**config.mk**
```make
export PLATFORM = sky130hd
export DESIGN_NAME = fetch_stage
export DESIGN_NICKNAME = d
export VERILOG_FILES = /design/src/rtl/cpu_pkg.sv /design/src/rtl/if_id_reg.sv /design/src/rtl/fetch_stage.sv
export SDC_FILE = /design/constraint.sdc
export NUM_CORES = 1
export LEC_CHECK = 0
export CAP_MARGIN = 25
export CORE_ASPECT_RATIO = 0.9
export CORE_MARGIN = 4
export CORE_UTILIZATION = 42
export DETAILED_ROUTE_END_ITERATION = 6
export PLACE_DENSITY = 0.75
export REMOVE_ABC_BUFFERS = 1
export SYNTH_ARGS = -nofsm -noshare
export SYNTH_HDL_FRONTEND = slang
export SYNTH_SLANG_ARGS = --single-unit
```
**constraint.sdc**
```tcl
create_clock -name clk -period 4.9 [get_ports clk]
set_clock_uncertainty 0.1 [all_clocks]
set_input_delay 0.98 -clock clk [delete_from_list [all_inputs] [get_ports clk]]
set_output_delay 0.98 -clock clk [all_outputs]
set_load 0.005 [all_outputs]
```
**src/rtl/cpu_pkg.sv**
```systemverilog
// Shared CPU types: fetch FSM states, IF/ID bundle and common constants.
// Imported by every pipeline stage and pipeline register.
package cpu_pkg;

    localparam int XLEN = 32;
    localparam logic [XLEN-1:0] NOP = 32'h0000_0000;

    typedef enum logic [1:0] {
        BOOT   = 2'd0,
        RUN    = 2'd1,
        HALTED = 2'd2
    } fetch_state_e;

    typedef struct packed {
        logic [XLEN-1:0] instr;
        logic [XLEN-1:0] pc_plus4;
        logic            valid;
    } if_id_t;

endpackage

```
**src/rtl/if_id_reg.sv**
```systemverilog
// IF/ID pipeline register: flush inserts a bubble, stall holds contents.
// A bubble keeps pc_plus4 so downstream link values stay stable.
module if_id_reg
    import cpu_pkg::*;
(
    input  logic   clk,
    input  logic   rst_n,
    input  logic   stall,
    input  logic   flush,
    input  if_id_t d,
    output if_id_t q
);

    always_ff @(posedge clk or negedge rst_n) begin
        if (!rst_n) begin
            q <= '0;
        end else if (flush) begin
            q.instr <= NOP;
            q.valid <= 1'b0;
        end else if (!stall) begin
            q <= d;
        end
    end

endmodule

```
**src/rtl/fetch_stage.sv**
```systemverilog
// Instruction fetch stage: PC sequencing, BOOT/RUN/HALTED control,
// combinational imem lookup and the IF/ID register.
module fetch_stage
    import cpu_pkg::*;
#(
    parameter logic [XLEN-1:0] RESET_PC = 32'h0000_0000,
    parameter int              AW       = 6
) (
    input  logic            clk,
    input  logic            rst_n,
    input  logic            stall,
    input  logic            flush,
    input  logic            redirect_valid,
    input  logic [XLEN-1:0] redirect_pc,
    input  logic            halt,
    output logic [AW-1:0]   imem_addr,
    input  logic [XLEN-1:0] imem_rd,
    output logic [XLEN-1:0] pc,
    output logic [XLEN-1:0] id_instr,
    output logic [XLEN-1:0] id_pc_plus4,
    output logic            id_valid,
    output logic [XLEN-1:0] fetch_count
);

    fetch_state_e    state;
    logic            run;
    logic            load_bubble;
    logic            hold;
    logic            advance;
    logic [XLEN-1:0] pc_plus4;
    logic [XLEN-1:0] next_pc;
    if_id_t          if_id_d;
    if_id_t          if_id_q;

    assign run       = (state == RUN);
    assign pc_plus4  = pc + 32'd4;
    assign imem_addr = pc[AW+1:2];

    // Halt wins over everything; outside RUN the register simply holds.
    assign load_bubble = run & (halt | flush | redirect_valid);
    assign hold        = ~run | stall;
    assign advance     = run & ~load_bubble & ~stall;

    always_comb begin
        next_pc = pc;
        if (run && !halt) begin
            if (redirect_valid) begin
                next_pc = {redirect_pc[XLEN-1:2], 2'b00};
            end else if (!stall) begin
                next_pc = pc_plus4;
            end
        end
    end

    always_ff @(posedge clk or negedge rst_n) begin
        if (!rst_n) begin
            state       <= BOOT;
            pc          <= RESET_PC;
            fetch_count <= '0;
        end else begin
            pc <= next_pc;
            if (advance) begin
                fetch_count <= fetch_count + 32'd1;
            end
            unique case (state)
                BOOT:    state <= RUN;
                RUN:     state <= halt ? HALTED : RUN;
                HALTED:  state <= HALTED;
                default: state <= BOOT;
            endcase
        end
    end

    assign if_id_d = '{
        instr:    imem_rd,
        pc_plus4: pc_plus4,
        valid:    1'b1
    };

    if_id_reg u_if_id (
        .clk   (clk),
        .rst_n (rst_n),
        .stall (hold),
        .flush (load_bubble),
        .d     (if_id_d),
        .q     (if_id_q)
    );

    assign id_instr    = if_id_q.instr;
    assign id_pc_plus4 = if_id_q.pc_plus4;
    assign id_valid    = if_id_q.valid;

endmodule

```
== Yosys cells after proc, flatten, opt, wreduce, memory -nomap -nowiden ==
Cells that the tools add are included.

* Bits in registers: 131
* Output and inout port bits: 135

* Add/sub/neg operators: 2
* Eq/ne operators: 4
* Multiplexer cells: 7
* Bitwise operators: 10
* Reduce and logical (&&, ||, !) cells: 5

{| class="wikitable"
|+ Operators with widths
! cell !! number
|-
| two-way mux 32 bit || 3
|-
| two-way mux 65 bit || 1
|-
| adder 32 x 1 -> 32 bit (second input constant) || 1
|-
| adder 32 x 3 -> 32 bit (second input constant) || 1
|-
| one-hot mux 2 bit (3 select lines) || 1
|-
| NOT 1 bit || 4
|-
| AND reduction 2 bit || 2
|-
| AND 1 bit || 3
|-
| OR 1 bit || 3
|-
| == test 2 x 1 -> 1 bit (second input constant) || 1
|-
| == test 2 bit (second input constant) || 1
|-
| logical NOT 2 bit || 1
|-
| two-way mux 2 bit || 1
|-
| inequality test 2 x 1 -> 1 bit (second input constant) || 1
|-
| inequality test 2 bit (second input constant) || 1
|-
| logical AND 1 bit || 1
|-
| logical NOT 1 bit || 1
|-
| two-way mux 1 bit || 1
|}

== Logic depth before layout (Yosys ltp) ==
* Word-level depth: 6
* Depth in mapped cells: 7
* Mapped depth without buffers: 6

== Modules after synthesis ==
From an unflattened synthesis, not the netlist that was laid out.

* Cells, all modules: 601
* Area, all modules: 6571.3 µm²

{| class="wikitable"
|+ By module, submodules not included
! module !! instances !! cells an instance !! area an instance (µm²) !! sequential area each (µm²)
|-
| fetch_stage || 1 || 426 || 3870.0 || 1601.5
|-
| if_id_reg || 1 || 175 || 2701.3 || 1626.6
|}

== Worst setup path after synthesis ==
Ideal clock, no wire load.

* Path kind: input to register
* Start point: input port stall
* End point: register fetch_count[31]
* Arrival time: 2416 ps
* Setup slack: 2262 ps
* Stages on the path: 6
* Buffers on the path: 1
* Cell sequence: or3b_1 > buf_2 > nor4_4 > and3_4 > nand4_1 > xnor2_1

* Word-level cells in the longest chain between the ends: 2

{| class="wikitable"
|+ Ends and longest elaborated chain
! what !! line !! RTL
|-
| from (decl) || fetch_stage.sv:11 || <nowiki>input logic stall,</nowiki>
|-
| NOT 1 bit || fetch_stage.sv:42 || <nowiki>assign advance = run & ~load_bubble & ~stall;</nowiki>
|-
| AND 1 bit || fetch_stage.sv:42 ||
|-
| to (signal assigned) || fetch_stage.sv:63 || <nowiki>fetch_count <= fetch_count + 32'd1;</nowiki>
|-
| to (decl) || fetch_stage.sv:22 || <nowiki>output logic [XLEN-1:0] fetch_count</nowiki>
|}

No other way between the ends.
A chain may end at the register's enable or synchronous reset.

== Final worst setup path ==
Ends and elaborated chain as after synthesis.

==> run summary <==
Commonest register cell after synthesis: dfrtp_1
Top cells by area, synth: dfrtp_1, nand2_1, xnor2_1
Fin. max-slew vios: 0
Clk pwr share: 28.8%
GRT Util Overall: 21.8%
Hold_buf cts: 0
Worst path arrival time: 3.32 ns
Post-synth top area share: 52.2%
Clk buf depth: 2
Gate Count Post-Synth: 626
Post-CTS sizing: 0
Post-synthesis cell type count: 48
Clk slew on worst S/H paths: 0.06 ns
Critical Path End Type: flop
Initial antenna violation count: 0
Worst-Skew Late Latency: 0.41 ns
Fin. Hold Viols: 0
Antenna-violating nets left: 0
Max Cap Viol: 0
HPWL after detailed placement: 12,700 um
Chip width: 135 um
CTS tree: done
Post-route cell area: 8870 sq um
Wire length per cell: 17.6 um
Commonest cells post-synth: dfrtp_1, nand2_1, o21ai_0, xnor2_1, a21oi_1
Antenna cells: 0
Final setup viols: 0
Core ar.: 14,100 sq um
RSZ-0062 raised after global routing: no
Tcrit/Tclk final: 63.7%
Sink Count: 127
PwrDens: 509 nW/um^2
Fin util: 62.9%
Pin count of the biggest net entering global routing: 75
Max Freq: 320 MHz
DRC viols: 0
Pint: 3.06 mW
Avg Synthesized Cell Area: 9.73 sq um
CP Launch Type: input pin
Vias per cell: 5.40
Post-synth ARST share: 100%
CTS buffer count: 17
Seq pwr share: 37.8%
I/O pin total: 205
First-pass DRT Iterations: 5
Initial core utilization: 43.2%
Grt ovf: 0
Combinational share of power: 33.4%
First-pass GRT wire length: 28,600 um
Sw frac: 32.0%
Yosys Warn Count: 0
Post-CTS setup buffer count: 0
Number of global-route vias before repair: 5,583
Layout cell share with drive strength beyond 1: 6.81%
Final setup TNS: 0 ns
Area of placed instances: 8180 sq um
GP Congestion: 0.926
NetSw: 1.45 mW
Htree depth: 4
Slew headroom: 31.9%
Worst Tran Pin Value: 1.01 ns
Area leader, netlist: dfrtp_1
WP data required: 5.09 ns
Root Buffer: clkbuf_16
Via Count: 5,477
Fin crit period: 3.12 ns
Seq cells post-synth: 127
Post-synth EDFFs: 0
Final nets: 881
Status: finished clean
Maximum vdd drop: 304 uV
Syn-to-layout area delta: 45.6%
HP Class: in2async
1st-iter DRT viols: 355
Static leakage: 3.63 nW
Port bufs: 198
Peak fanout along the critical path: 14
Most frequent cell after synthesis: dfrtp_1
Mapped Area: 6090 sq um
Register area share after synthesis: 52.2%
Chip height: 122 um
# rows: 41
Drt total wl: 17,900 um
Crit path kind: in2reg
Full die area: 16,500 sq um
[per-stage QoR]
stage / cells / hold WS (ns) / worst slack [ns] / power [mW]
3_5_place_dp: 980 / 0.367 / 1.30 / 3.21
5_1_grt: 1015 / 0.325 / 1.63 / 4.78
6_report: 1015 / 0.333 / 1.78 / 4.51
2_1_floorplan: 579 / 0.368 / 1.60 / 2.21
4_1_cts: 1012 / 0.386 / 1.73 / 4.53
3_3_place_gp: 979 / 0.363 / 1.38 / 3.15
[layout make-up]
| cell class | count | area, sq um |
|---|---|---|
| Timing Repair Buffer | 211 | 2130 |
| Clock buffer | 19 | 453 |
| Tap cell | 193 | 241 |
| Sequential cell | 127 | 3180 |
| Fill cell | 1152 | 5240 |
| Inverter | 8 | 30.0 |
| Multi-Input combinational cell | 444 | 2670 |
| Clock inverter | 13 | 164 |
[critical path: stages]
cell	delay (ns)
clkdlybuf4s50_1	0.43
or3b_1	0.62
nor4_4	0.68
and3_4	0.32
nand4_1	0.14
xnor2_1	0.15
[cells in the final DEF (no fill, tap or decap), types with 11 or more instances in the layout]
master,synthesis,final
a2bb2oi_1,12,12
xor2_1,19,19
nand2_1,101,100
nor2_1,20,19
dfrtp_1,127,127
clkbuf_16,0,17
clkdlybuf4s50_1,0,197
xnor2_1,40,40
o21ai_0,51,51
a21oi_1,32,32
o22ai_1,11,11
nand3_1,29,29
a22o_1,22,22
nand4_1,26,26
[power groups by stage]
stage,Sequential (mW),Combinational (mW),Clock [mW]
after global placement,1.69,1.46,0
after CTS,1.70,1.51,1.32
after global routing,1.76,1.65,1.37
after detailed placement,1.71,1.50,0
after floorplan,1.68,0.536,0
final,1.70,1.51,1.30
[flip-flops by register name (all words and copies together) (netlist names)]
name         flops
fetch_count     32
pc              30
state            2
u_if_id.q       63
[layer usage]
layer	GRT usage (%)	part of all wire, %	vias up
met5	0	0	-
met4	9.76	3.2	0
met3	4.63	5.9	48
met2	34.6	48	205
met1	29.0	42	2639
li1	-	-	2585
[cells by family (layout without fill, tap and decap cells)]
logic type	count (synthesis)	count (layout)	synth area share [%]
buffers and inverters	58	251	4.40
multiplexers	3	3	0.493
adder cells (fa/ha/maj)	2	2	0.411
AND/OR/NAND/NOR	233	233	19.2
flip-flops	127	127	52.2
AO/OA/AOI/OAI	143	143	14.7
other	1	4	0.0616
XOR/XNOR	59	59	8.48
[final timing paths]
kind	startpoint	end	slack [ns]	cells past startpoint
worst max-delay path	stall	fetch_count[31]$_DFFE_PN0P_	1.78	6
worst min-delay path	rst_n	u_if_id.q[25]$_DFFE_PN0P_	0.33	1
worst max register to register	pc[2]$_DFFE_PN0P_	pc[26]$_DFFE_PN0P_	2.16	6
worst min register to register	fetch_count[31]$_DFFE_PN0P_	fetch_count[31]$_DFFE_PN0P_	0.38	1
max in group asynchronous	rst_n	u_if_id.q[14]$_DFFE_PN0P_	3.34	3
min in group clk	fetch_count[31]$_DFFE_PN0P_	fetch_count[31]$_DFFE_PN0P_	0.38	1
(Power assumes the default switching activity.)
